===== src/rtl/isa_pkg.sv =====
// rtl/isa_pkg.sv - branch prediction entry and controller state types
package isa_pkg;

  typedef struct packed {
    logic [31:0] pc;
    logic        taken;
    logic [31:0] target;
  } bp_entry_t;

  typedef enum logic [0:0] {
    RUN   = 1'b0,
    FLUSH = 1'b1
  } brc_state_e;

endpackage


===== src/rtl/branch_resolve_ctrl_if.sv =====
// rtl/branch_resolve_ctrl_if.sv - decode/execute/fetch bus of the branch resolve controller (BRC_PERF_CNT_EN adds perf outputs)
interface branch_resolve_ctrl_if #(
  parameter int DEPTH = 4
);
  logic                           pred_valid;
  logic [31:0]                    pred_pc;
  logic                           pred_taken;
  logic [31:0]                    pred_target;
  logic                           pred_ready;
  logic                           res_valid;
  logic                           res_taken;
  logic [31:0]                    res_target;
  logic                           redirect_valid;
  logic [31:0]                    redirect_pc;
  logic                           flush;
  logic [$clog2(DEPTH+1)-1:0]     inflight_cnt;
  logic                           err_underflow;
`ifdef BRC_PERF_CNT_EN
  logic [31:0]                    perf_branches;
  logic [31:0]                    perf_mispred;
`endif

  modport master (
    output pred_valid, pred_pc, pred_taken, pred_target,
    output res_valid, res_taken, res_target,
    input  pred_ready, redirect_valid, redirect_pc, flush, inflight_cnt, err_underflow
`ifdef BRC_PERF_CNT_EN
    , input perf_branches, perf_mispred
`endif
  );

  modport slave (
    input  pred_valid, pred_pc, pred_taken, pred_target,
    input  res_valid, res_taken, res_target,
    output pred_ready, redirect_valid, redirect_pc, flush, inflight_cnt, err_underflow
`ifdef BRC_PERF_CNT_EN
    , output perf_branches, perf_mispred
`endif
  );

endinterface


===== src/rtl/brc_fifo.sv =====
// rtl/brc_fifo.sv - DEPTH-entry synchronous FIFO of predicted branches with clear
module brc_fifo
  import isa_pkg::*;
#(
  parameter int DEPTH = 4
) (
  input  logic                       clk,
  input  logic                       rst,
  input  logic                       clear,
  input  logic                       push,
  input  bp_entry_t                  push_data,
  input  logic                       pop,
  output bp_entry_t                  head_data,
  output logic [$clog2(DEPTH+1)-1:0] count
);
  localparam int AW = $clog2(DEPTH);
  localparam int CW = $clog2(DEPTH+1);

  bp_entry_t       mem [DEPTH];
  logic [AW-1:0]   head;
  logic [AW-1:0]   tail;

  assign head_data = mem[head];

  // entry storage; no reset needed, validity is tracked by count
  always_ff @(posedge clk) begin
    if (push) begin
      mem[tail] <= push_data;
    end
  end

  // pointers wrap naturally since DEPTH is a power of two; clear drops everything
  always_ff @(posedge clk) begin
    if (rst || clear) begin
      head  <= '0;
      tail  <= '0;
      count <= '0;
    end else begin
      if (push) tail <= tail + AW'(1);
      if (pop)  head <= head + AW'(1);
      case ({push, pop})
        2'b10:   count <= count + CW'(1);
        2'b01:   count <= count - CW'(1);
        default: count <= count;
      endcase
    end
  end
endmodule


===== src/rtl/branch_resolve_ctrl.sv =====
// rtl/branch_resolve_ctrl.sv - in-order branch resolution, redirect and timed flush (BRC_PERF_CNT_EN adds perf counters)
module branch_resolve_ctrl
  import isa_pkg::*;
#(
  parameter int DEPTH        = 4,
  parameter int FLUSH_CYCLES = 2
) (
  input  logic                  clk,
  input  logic                  rst,
  branch_resolve_ctrl_if.slave  bus
);
  localparam int CW = $clog2(DEPTH+1);
  localparam int FW = $clog2(FLUSH_CYCLES+1);
  localparam logic [CW-1:0] DEPTH_C  = CW'(DEPTH);
  localparam logic [0:0]    ST_RUN   = 1'(RUN);
  localparam logic [0:0]    ST_FLUSH = 1'(FLUSH);

  logic [0:0]    state;
  logic [FW-1:0] flush_cnt;
  logic [CW-1:0] count;
  bp_entry_t     head;
  bp_entry_t     in_entry;
  logic          in_run;
  logic          push_ok;
  logic          resolve;
  logic          mispred;
  logic          redirect_valid_q;
  logic [31:0]   redirect_pc_q;
  logic          err_q;

  assign in_run   = (state == ST_RUN);
  assign push_ok  = bus.pred_valid && bus.pred_ready;
  assign resolve  = in_run && bus.res_valid && (count != '0);
  assign mispred  = resolve && ((bus.res_taken != head.taken) ||
                                (bus.res_taken && (bus.res_target != head.target)));
  assign in_entry = '{pc: bus.pred_pc, taken: bus.pred_taken, target: bus.pred_target};

  brc_fifo #(.DEPTH(DEPTH)) u_fifo (
    .clk       (clk),
    .rst       (rst),
    .clear     (mispred),
    .push      (push_ok && !mispred),
    .push_data (in_entry),
    .pop       (resolve && !mispred),
    .head_data (head),
    .count     (count)
  );

  assign bus.pred_ready     = in_run && (count < DEPTH_C);
  assign bus.flush          = (state == ST_FLUSH);
  assign bus.inflight_cnt   = count;
  assign bus.redirect_valid = redirect_valid_q;
  assign bus.redirect_pc    = redirect_pc_q;
  assign bus.err_underflow  = err_q;

  // RUN/FLUSH sequencing: a mispredict holds FLUSH for FLUSH_CYCLES cycles
  always_ff @(posedge clk) begin
    if (rst) begin
      state     <= ST_RUN;
      flush_cnt <= '0;
    end else if (in_run) begin
      if (mispred) begin
        state     <= ST_FLUSH;
        flush_cnt <= FW'(FLUSH_CYCLES - 1);
      end
    end else if (flush_cnt == '0) begin
      state <= ST_RUN;
    end else begin
      flush_cnt <= flush_cnt - FW'(1);
    end
  end

  // one-cycle redirect pulse; the PC holds its last value between pulses
  always_ff @(posedge clk) begin
    if (rst) begin
      redirect_valid_q <= 1'b0;
      redirect_pc_q    <= '0;
    end else begin
      redirect_valid_q <= mispred;
      if (mispred) begin
        redirect_pc_q <= bus.res_taken ? bus.res_target : head.pc + 32'd4;
      end
    end
  end

  // sticky flag for a resolve arriving with nothing in flight
  always_ff @(posedge clk) begin
    if (rst) begin
      err_q <= 1'b0;
    end else if (in_run && bus.res_valid && (count == '0)) begin
      err_q <= 1'b1;
    end
  end

`ifdef BRC_PERF_CNT_EN
  logic [31:0] perf_branches_q;
  logic [31:0] perf_mispred_q;

  assign bus.perf_branches = perf_branches_q;
  assign bus.perf_mispred  = perf_mispred_q;

  // saturating counts of resolves and mispredicts
  always_ff @(posedge clk) begin
    if (rst) begin
      perf_branches_q <= '0;
      perf_mispred_q  <= '0;
    end else begin
      if (resolve && (perf_branches_q != '1)) perf_branches_q <= perf_branches_q + 32'd1;
      if (mispred && (perf_mispred_q != '1))  perf_mispred_q  <= perf_mispred_q + 32'd1;
    end
  end
`endif
endmodule


===== src/flat_wrapper.sv =====
// flat-port wrapper written by rule: the top's interface ports become plain ports
module branch_resolve_ctrl_flat import isa_pkg::*;
#(
  parameter int DEPTH        = 4,
  parameter int FLUSH_CYCLES = 2
)
  (clk, rst, bus_pred_valid, bus_pred_pc, bus_pred_taken, bus_pred_target, bus_res_valid, bus_res_taken, bus_res_target, bus_pred_ready, bus_redirect_valid, bus_redirect_pc, bus_flush, bus_inflight_cnt, bus_err_underflow);
  branch_resolve_ctrl_if #(.DEPTH(DEPTH)) bus_i ();
  input  logic clk;
  input  logic rst;
  input wire logic [$bits(bus_i.pred_valid)-1:0] bus_pred_valid;
  input wire logic [$bits(bus_i.pred_pc)-1:0] bus_pred_pc;
  input wire logic [$bits(bus_i.pred_taken)-1:0] bus_pred_taken;
  input wire logic [$bits(bus_i.pred_target)-1:0] bus_pred_target;
  input wire logic [$bits(bus_i.res_valid)-1:0] bus_res_valid;
  input wire logic [$bits(bus_i.res_taken)-1:0] bus_res_taken;
  input wire logic [$bits(bus_i.res_target)-1:0] bus_res_target;
  output wire logic [$bits(bus_i.pred_ready)-1:0] bus_pred_ready;
  output wire logic [$bits(bus_i.redirect_valid)-1:0] bus_redirect_valid;
  output wire logic [$bits(bus_i.redirect_pc)-1:0] bus_redirect_pc;
  output wire logic [$bits(bus_i.flush)-1:0] bus_flush;
  output wire logic [$bits(bus_i.inflight_cnt)-1:0] bus_inflight_cnt;
  output wire logic [$bits(bus_i.err_underflow)-1:0] bus_err_underflow;
  assign bus_i.pred_valid = bus_pred_valid;
  assign bus_i.pred_pc = bus_pred_pc;
  assign bus_i.pred_taken = bus_pred_taken;
  assign bus_i.pred_target = bus_pred_target;
  assign bus_i.res_valid = bus_res_valid;
  assign bus_i.res_taken = bus_res_taken;
  assign bus_i.res_target = bus_res_target;
  assign bus_pred_ready = bus_i.pred_ready;
  assign bus_redirect_valid = bus_i.redirect_valid;
  assign bus_redirect_pc = bus_i.redirect_pc;
  assign bus_flush = bus_i.flush;
  assign bus_inflight_cnt = bus_i.inflight_cnt;
  assign bus_err_underflow = bus_i.err_underflow;
  branch_resolve_ctrl #(.DEPTH(DEPTH), .FLUSH_CYCLES(FLUSH_CYCLES)) u_core (.clk(clk), .rst(rst), .bus(bus_i));
endmodule

===== config.mk =====
export PLATFORM = sky130hd
export DESIGN_NAME = branch_resolve_ctrl_flat
export DESIGN_NICKNAME = d
export VERILOG_FILES = /design/src/rtl/isa_pkg.sv /design/src/rtl/branch_resolve_ctrl_if.sv /design/src/rtl/brc_fifo.sv /design/src/rtl/branch_resolve_ctrl.sv /design/src/flat_wrapper.sv
export SDC_FILE = /design/constraint.sdc
export NUM_CORES = 1
export LEC_CHECK = 0
export BUFFER_PORTS_ARGS = -buffer_cell sky130_fd_sc_hd__buf_2
export CORE_ASPECT_RATIO = 0.6
export CORE_MARGIN = 1.5
export CORE_UTILIZATION = 45
export DETAILED_ROUTE_END_ITERATION = 8
export PLACE_DENSITY = 0.63
export SLEW_MARGIN = 10
export SYNTH_ARGS = -nofsm -noshare
export SYNTH_HDL_FRONTEND = slang
export SYNTH_SLANG_ARGS = --single-unit

===== constraint.sdc =====
create_clock -name clk -period 7.15 [get_ports clk]
set_clock_uncertainty 0.2 [all_clocks]
set_input_delay 0.715 -clock clk [delete_from_list [all_inputs] [get_ports clk]]
set_output_delay 0.715 -clock clk [all_outputs]
set_load 0.05 [all_outputs]

## Word-level counts from Yosys, hierarchy flattened

Memories as Yosys holds them, arrays and structs flattened. A register that Yosys moved wholly into a read port is not among the register bits.
Cells that the tools add are included.

| word-level totals | value |
|---|---|
| register bits after elaboration | 44 |
| bits in writable memories | 260 |
| output and inout bits | 39 |
| word-level logic and storage cells | 52 |
| memories | 1 |

| operators by class | value |
|---|---|
| add/subtract/negate cells | 6 |
| $lt $le $gt $ge | 1 |
| eq/ne operators | 5 |
| muxes and demuxes | 12 |
| bitwise gates (word level) | 1 |
| reductions and logical operators | 18 |

Memory list:

| memory | depth | width | read ports | clocked after memory_dff | write ports | line | RTL |
|---|---|---|---|---|---|---|---|
| u_core.u_fifo.mem | 4 | 65 | 1 | 1 | 1 | brc_fifo.sv:19 | `bp_entry_t mem [DEPTH];` |

Operators by type and width:

| operator | count |
|---|---|
| 32-bit by 3-bit adder with 32-bit output, second input constant | 1 |
| 32-bit 2-to-1 mux | 1 |
| 32-bit inequality test | 1 |
| 2-bit 2-to-1 mux | 5 |
| 1-bit logical AND | 9 |
| 3-bit case mux with 2 select lines | 1 |
| 1-bit 2-to-1 mux | 5 |
| 2-bit by 1-bit adder with 2-bit output, second input constant | 2 |
| 2-bit nonzero test | 2 |
| 3-bit by 1-bit adder with 3-bit output, second input constant | 1 |
| 3-bit logical NOT | 1 |
| 3-bit less-than comparator, second input constant | 1 |
| 3-bit nonzero test | 1 |
| 3-bit by 1-bit subtractor with 3-bit output, second input constant | 1 |
| 2-bit by 1-bit equality test with 1-bit output, second input constant | 1 |
| 2-bit equality test, second input constant | 1 |
| 2-bit logical NOT | 1 |
| 1-bit logical OR | 2 |
| 2-bit inequality test, second input constant | 1 |
| 2-bit AND reduction | 1 |
| 2-bit by 1-bit subtractor with 2-bit output, second input constant | 1 |
| 1-bit logical NOT | 1 |
| 1-bit inequality test | 1 |
| 1-bit inverter | 1 |

## Logic depth before layout (Yosys ltp)

| depth | value |
|---|---|
| depth after elaboration | 8 |
| depth in mapped cells | 20 |
| depth with buffers taken out | 15 |

## Modules after synthesis

Synthesis repeated with hierarchy kept, for this count alone.

| unflattened totals | value |
|---|---|
| cells, all modules | 738 |
| area, all modules | 12572.1 sq um |

Modules (own cells, without submodules):

| module | instances | cells an instance | area an instance (sq um) |
|---|---|---|---|
| brc_fifo | 1 | 385 | 9853.2 |
| branch_resolve_ctrl | 1 | 353 | 2718.9 |

## Worst setup path after synthesis

OpenSTA, ideal clock, no wires.

| timing path | value |
|---|---|
| kind | register to register |
| start point | reg with a tool-made name |
| end point | mem u_core.u_fifo.mem[0][0] (netlist name) (enable) |
| library setup time | 0.430 ns |
| arrival time | 3.921 ns |
| required time | 6.520 ns |
| path slack | 2.598 ns |
| stages on the path, launching flop included | 13 |
| buffers on the path | 4 |
| cell sequence | dfxtp_1 > buf_6 > buf_6 > mux4_2 > xnor2_1 > nand4_1 > nor4_1 > o211ai_1 > o22a_1 > buf_6 > nand2_4 > buf_6 > and3_1 |

RTL lines:

| what | line |
|---|---|
| end: declaration | brc_fifo.sv:19 |

==> impl_metrics.toml <==
[critical_path]
r2r_setup_slack_ns = 2.20
cp-start-kind = "register"
reg2regPathDepth = 11
cp-end-kind = "register"
critical_path_arrival_ns = 4.98
required_ns = 7.18
rr_endpoint = "u_core.u_fifo.mem[0][24]$_DFFE_PP_"
critPathKind = "reg2reg"
cp-endpoint = "u_core.u_fifo.mem[0][24]$_DFFE_PP_"
cp_cell_sequence = "buf_4, mux4_2, nor2b_1, a31o_2, a2111oi_0, o211ai_1, o22a_1, buf_4, nand2_4, and3_2, buf_12"
cpMostUsedCell = "buf_4"
crit_slowest_cell = "and3_2"
cpPeakStageDelay_ns = 0.82
cp_max_fo = 41

[route]
wl_per_cell_um = 23.9
vias = 7342
drc = 18
viasPerCell = 5.61
postRouteAntennaNets = 0
dr.pass1.iters = 7
wl_um = 31300
drt-initial-drc-count = 848

[logic_synthesis]
postSynthAreaPerCell_um2 = 16.2
ys.flop_type = "edfxtp_1"
synth_area_um2 = 12800
yosysUniqueCellTypes = 56
synth-edff-count = 260
ys_ff_latch = 306
async_flop_share = 0
yosys_warnings = 0
ys_seq_area_frac = 0.682
syn_inst = 788
synth_nets = 898

[sta]
finalHoldViolations = 0
slew_viol_final = 0
slew_headroom = 0.311
setup_viol_count_final = 0
worst_pin_slew_ns = 1.03
rsz0062_at_grt = "no"
tns_ns = 0
finalCritPeriodShare = 0.692
min_period_ns = 4.95
fmax_mhz = 202

[clock_network]
cts_tree = "yes"
hold_buffers = 0
cts_htree_levels = 1
cts_setup_buffers = 0
post_cts_resized = 0
clkSinkCount = 306
clock-root-buffer = "clkbuf_16"
clockBufferDepth = 3
numCtsBuffers = 27
clkTransAtPathRegs_ns = 0.07
clock_latency_ns = 0.55

[cells_and_area]
final-seq-area_um2 = 8740
fin_util = 0.535
area_growth_syn_to_layout_pct = 16.0
n_antenna_cell = 0
final_cell_mix = "260 x edfxtp_1, 140 x buf_2, 55 x xnor2_1, 52 x mux4_2, 44 x dfxtp_1"
multiInputGateArea_um2 = 3730
fill_cells = 2298
fin_cells = 1309
layout_commonest_cell = "edfxtp_1"
nNetsFinal = 1031
drive_gt1_frac = 0.278

[power_and_ir_drop]
p_sw_uw = 1610
p_per_area_nw_per_um2 = 363
power_uw = 5390
clkPwrFrac = 0.317
swShare = 0.299
combPwrFrac = 0.248
p_leak_uw = 0.00493
sequentialPowerShare = 0.435
internal-power_uw = 3780
vdd_drop_max_mv = 0.183

[placement]
io_buffers = 140
placedCellCount = 1259
gp_congestion = 0.808
dpl.hpwl_um = 21000

[global_route]
antenna_found_initial = 0
grt_pass1_vias = 7092
globalRouteTotalUtil = 0.216
grt_overflow_total = 0
grt_start_max_net_pins = 68
grt_pass1_wl_um = 46400

[die]
rows = 47
die_area_um2 = 29500
ios = 141
die_w_um = 221
start_util = 0.461
core_area_um2 = 27800
die_h_um = 134

[status]
status = "finished with violations"
violations = "design-rule violations"

[min_path]
min_path_type = "in2reg"
holdPathStages = 1

[job]
cap_violations = 0
==> cells by family after synthesis <==
kind of cell               count (synthesis)  synth area share
muxes                                     83             0.117
xor gates and xnor gates                  69            0.0472
adders and majority gates                  8           0.00841
and+or+nand+nor                          151            0.0639
buffers and inverters                     61            0.0273
AOI/OAI and AO/OA                        110            0.0540
DFF                                      306             0.682
==> per-layer routing <==
layer,vias up,GRT usage,share of wire
li1,3327,-,-
met1,3735,0.348,0.49
met2,246,0.292,0.41
met3,34,0.0582,0.081
met4,0,0.0368,0.015
met5,-,0,0
==> worst max-delay path, delay by kind of cell, from the launching register on <==
kind	cells	cell delay, ns
muxes	1	0.35
DFF	1	0.65
AOI/OAI and AO/OA	4	0.99
and+or+nand+nor	3	1.13
buffers and inverters	3	1.22
==> synth_stat cells (12+ instances only) <==
cell | count | area [um^2]
dfxtp_1 | 46 | 921
nand2_1 | 23 | 86.3
xnor2_1 | 55 | 482
clkbuf_1 | 18 | 67.6
inv_1 | 15 | 56.3
edfxtp_1 | 260 | 7810
nor2b_1 | 19 | 119
mux4_2 | 52 | 1170
xor2_1 | 14 | 123
a21oi_1 | 27 | 135
nor2_1 | 26 | 97.6
o21ai_0 | 41 | 205
nor3_1 | 18 | 90.1
mux2i_1 | 29 | 290
nand3_1 | 14 | 70.1
nand4_1 | 12 | 75.1
==> metrics by stage <==
| step | hold WS, ns | worst slack [ns] | cell area [um^2] |
|---|---|---|---|
| CTS | 0.156 | 2.05 | 14800 |
| floorplan | 0.274 | 2.60 | 12800 |
| finish | 0.180 | 2.20 | 14800 |
| global placement | 0.246 | 2.16 | 13800 |
| global route | 0.162 | 1.81 | 14800 |
| detailed placement | 0.267 | 2.04 | 13800 |
==> how the worst min path moves through the flow <==
stage,startpoint,end,slack (ns)
after floorplan,u_core.flush_cnt[0]$_SDFFE_PP0P_,u_core.flush_cnt[0]$_SDFFE_PP0P_,0.27
after global placement,u_core.bus.err_underflow$_SDFFE_PP0P_,u_core.bus.err_underflow$_SDFFE_PP0P_,0.25
after detailed placement,u_core.bus.redirect_pc[31]$_SDFFE_PP0P_,u_core.bus.redirect_pc[31]$_SDFFE_PP0P_,0.27
after CTS,bus_pred_target[15],u_core.u_fifo.mem[3][15]$_DFFE_PP_,0.16
after global routing,bus_pred_pc[7],u_core.u_fifo.mem[2][40]$_DFFE_PP_,0.16
final,bus_pred_target[15],u_core.u_fifo.mem[3][15]$_DFFE_PP_,0.18
==> sequential cells by signal (all words and copies together), names as in the netlist, named ones only <==
signal                     count
u_core.bus.err_underflow       1
u_core.flush_cnt               2
u_core.u_fifo.count            3
u_core.bus.redirect_valid      1
u_core.bus.redirect_pc        32
u_core.u_fifo.head             2
u_core.u_fifo.tail             2
u_core.u_fifo.mem            260
u_core.bus.flush               1
==> layout make-up <==
| type | instances | share of cell area |
|---|---|---|
| Multi-Input combinational cell | 421 | 0.251 |
| Clock buffer | 30 | 0.0469 |
| Tap cell | 367 | 0.0309 |
| Inverter | 16 | 0.00404 |
| Sequential cell | 306 | 0.588 |
| Clock inverter | 20 | 0.0236 |
| Timing Repair Buffer | 149 | 0.0551 |
==> power by group through the flow <==
stage / sequential, uW / clock (uW) / combinational, uW
after floorplan: 2480 / 0 / 878
after global placement: 2380 / 0 / 1320
after detailed placement: 2390 / 0 / 1340
after CTS: 2350 / 1730 / 1340
after global routing: 2370 / 1810 / 1440
final: 2350 / 1710 / 1340
(Power assumes the default switching activity.)
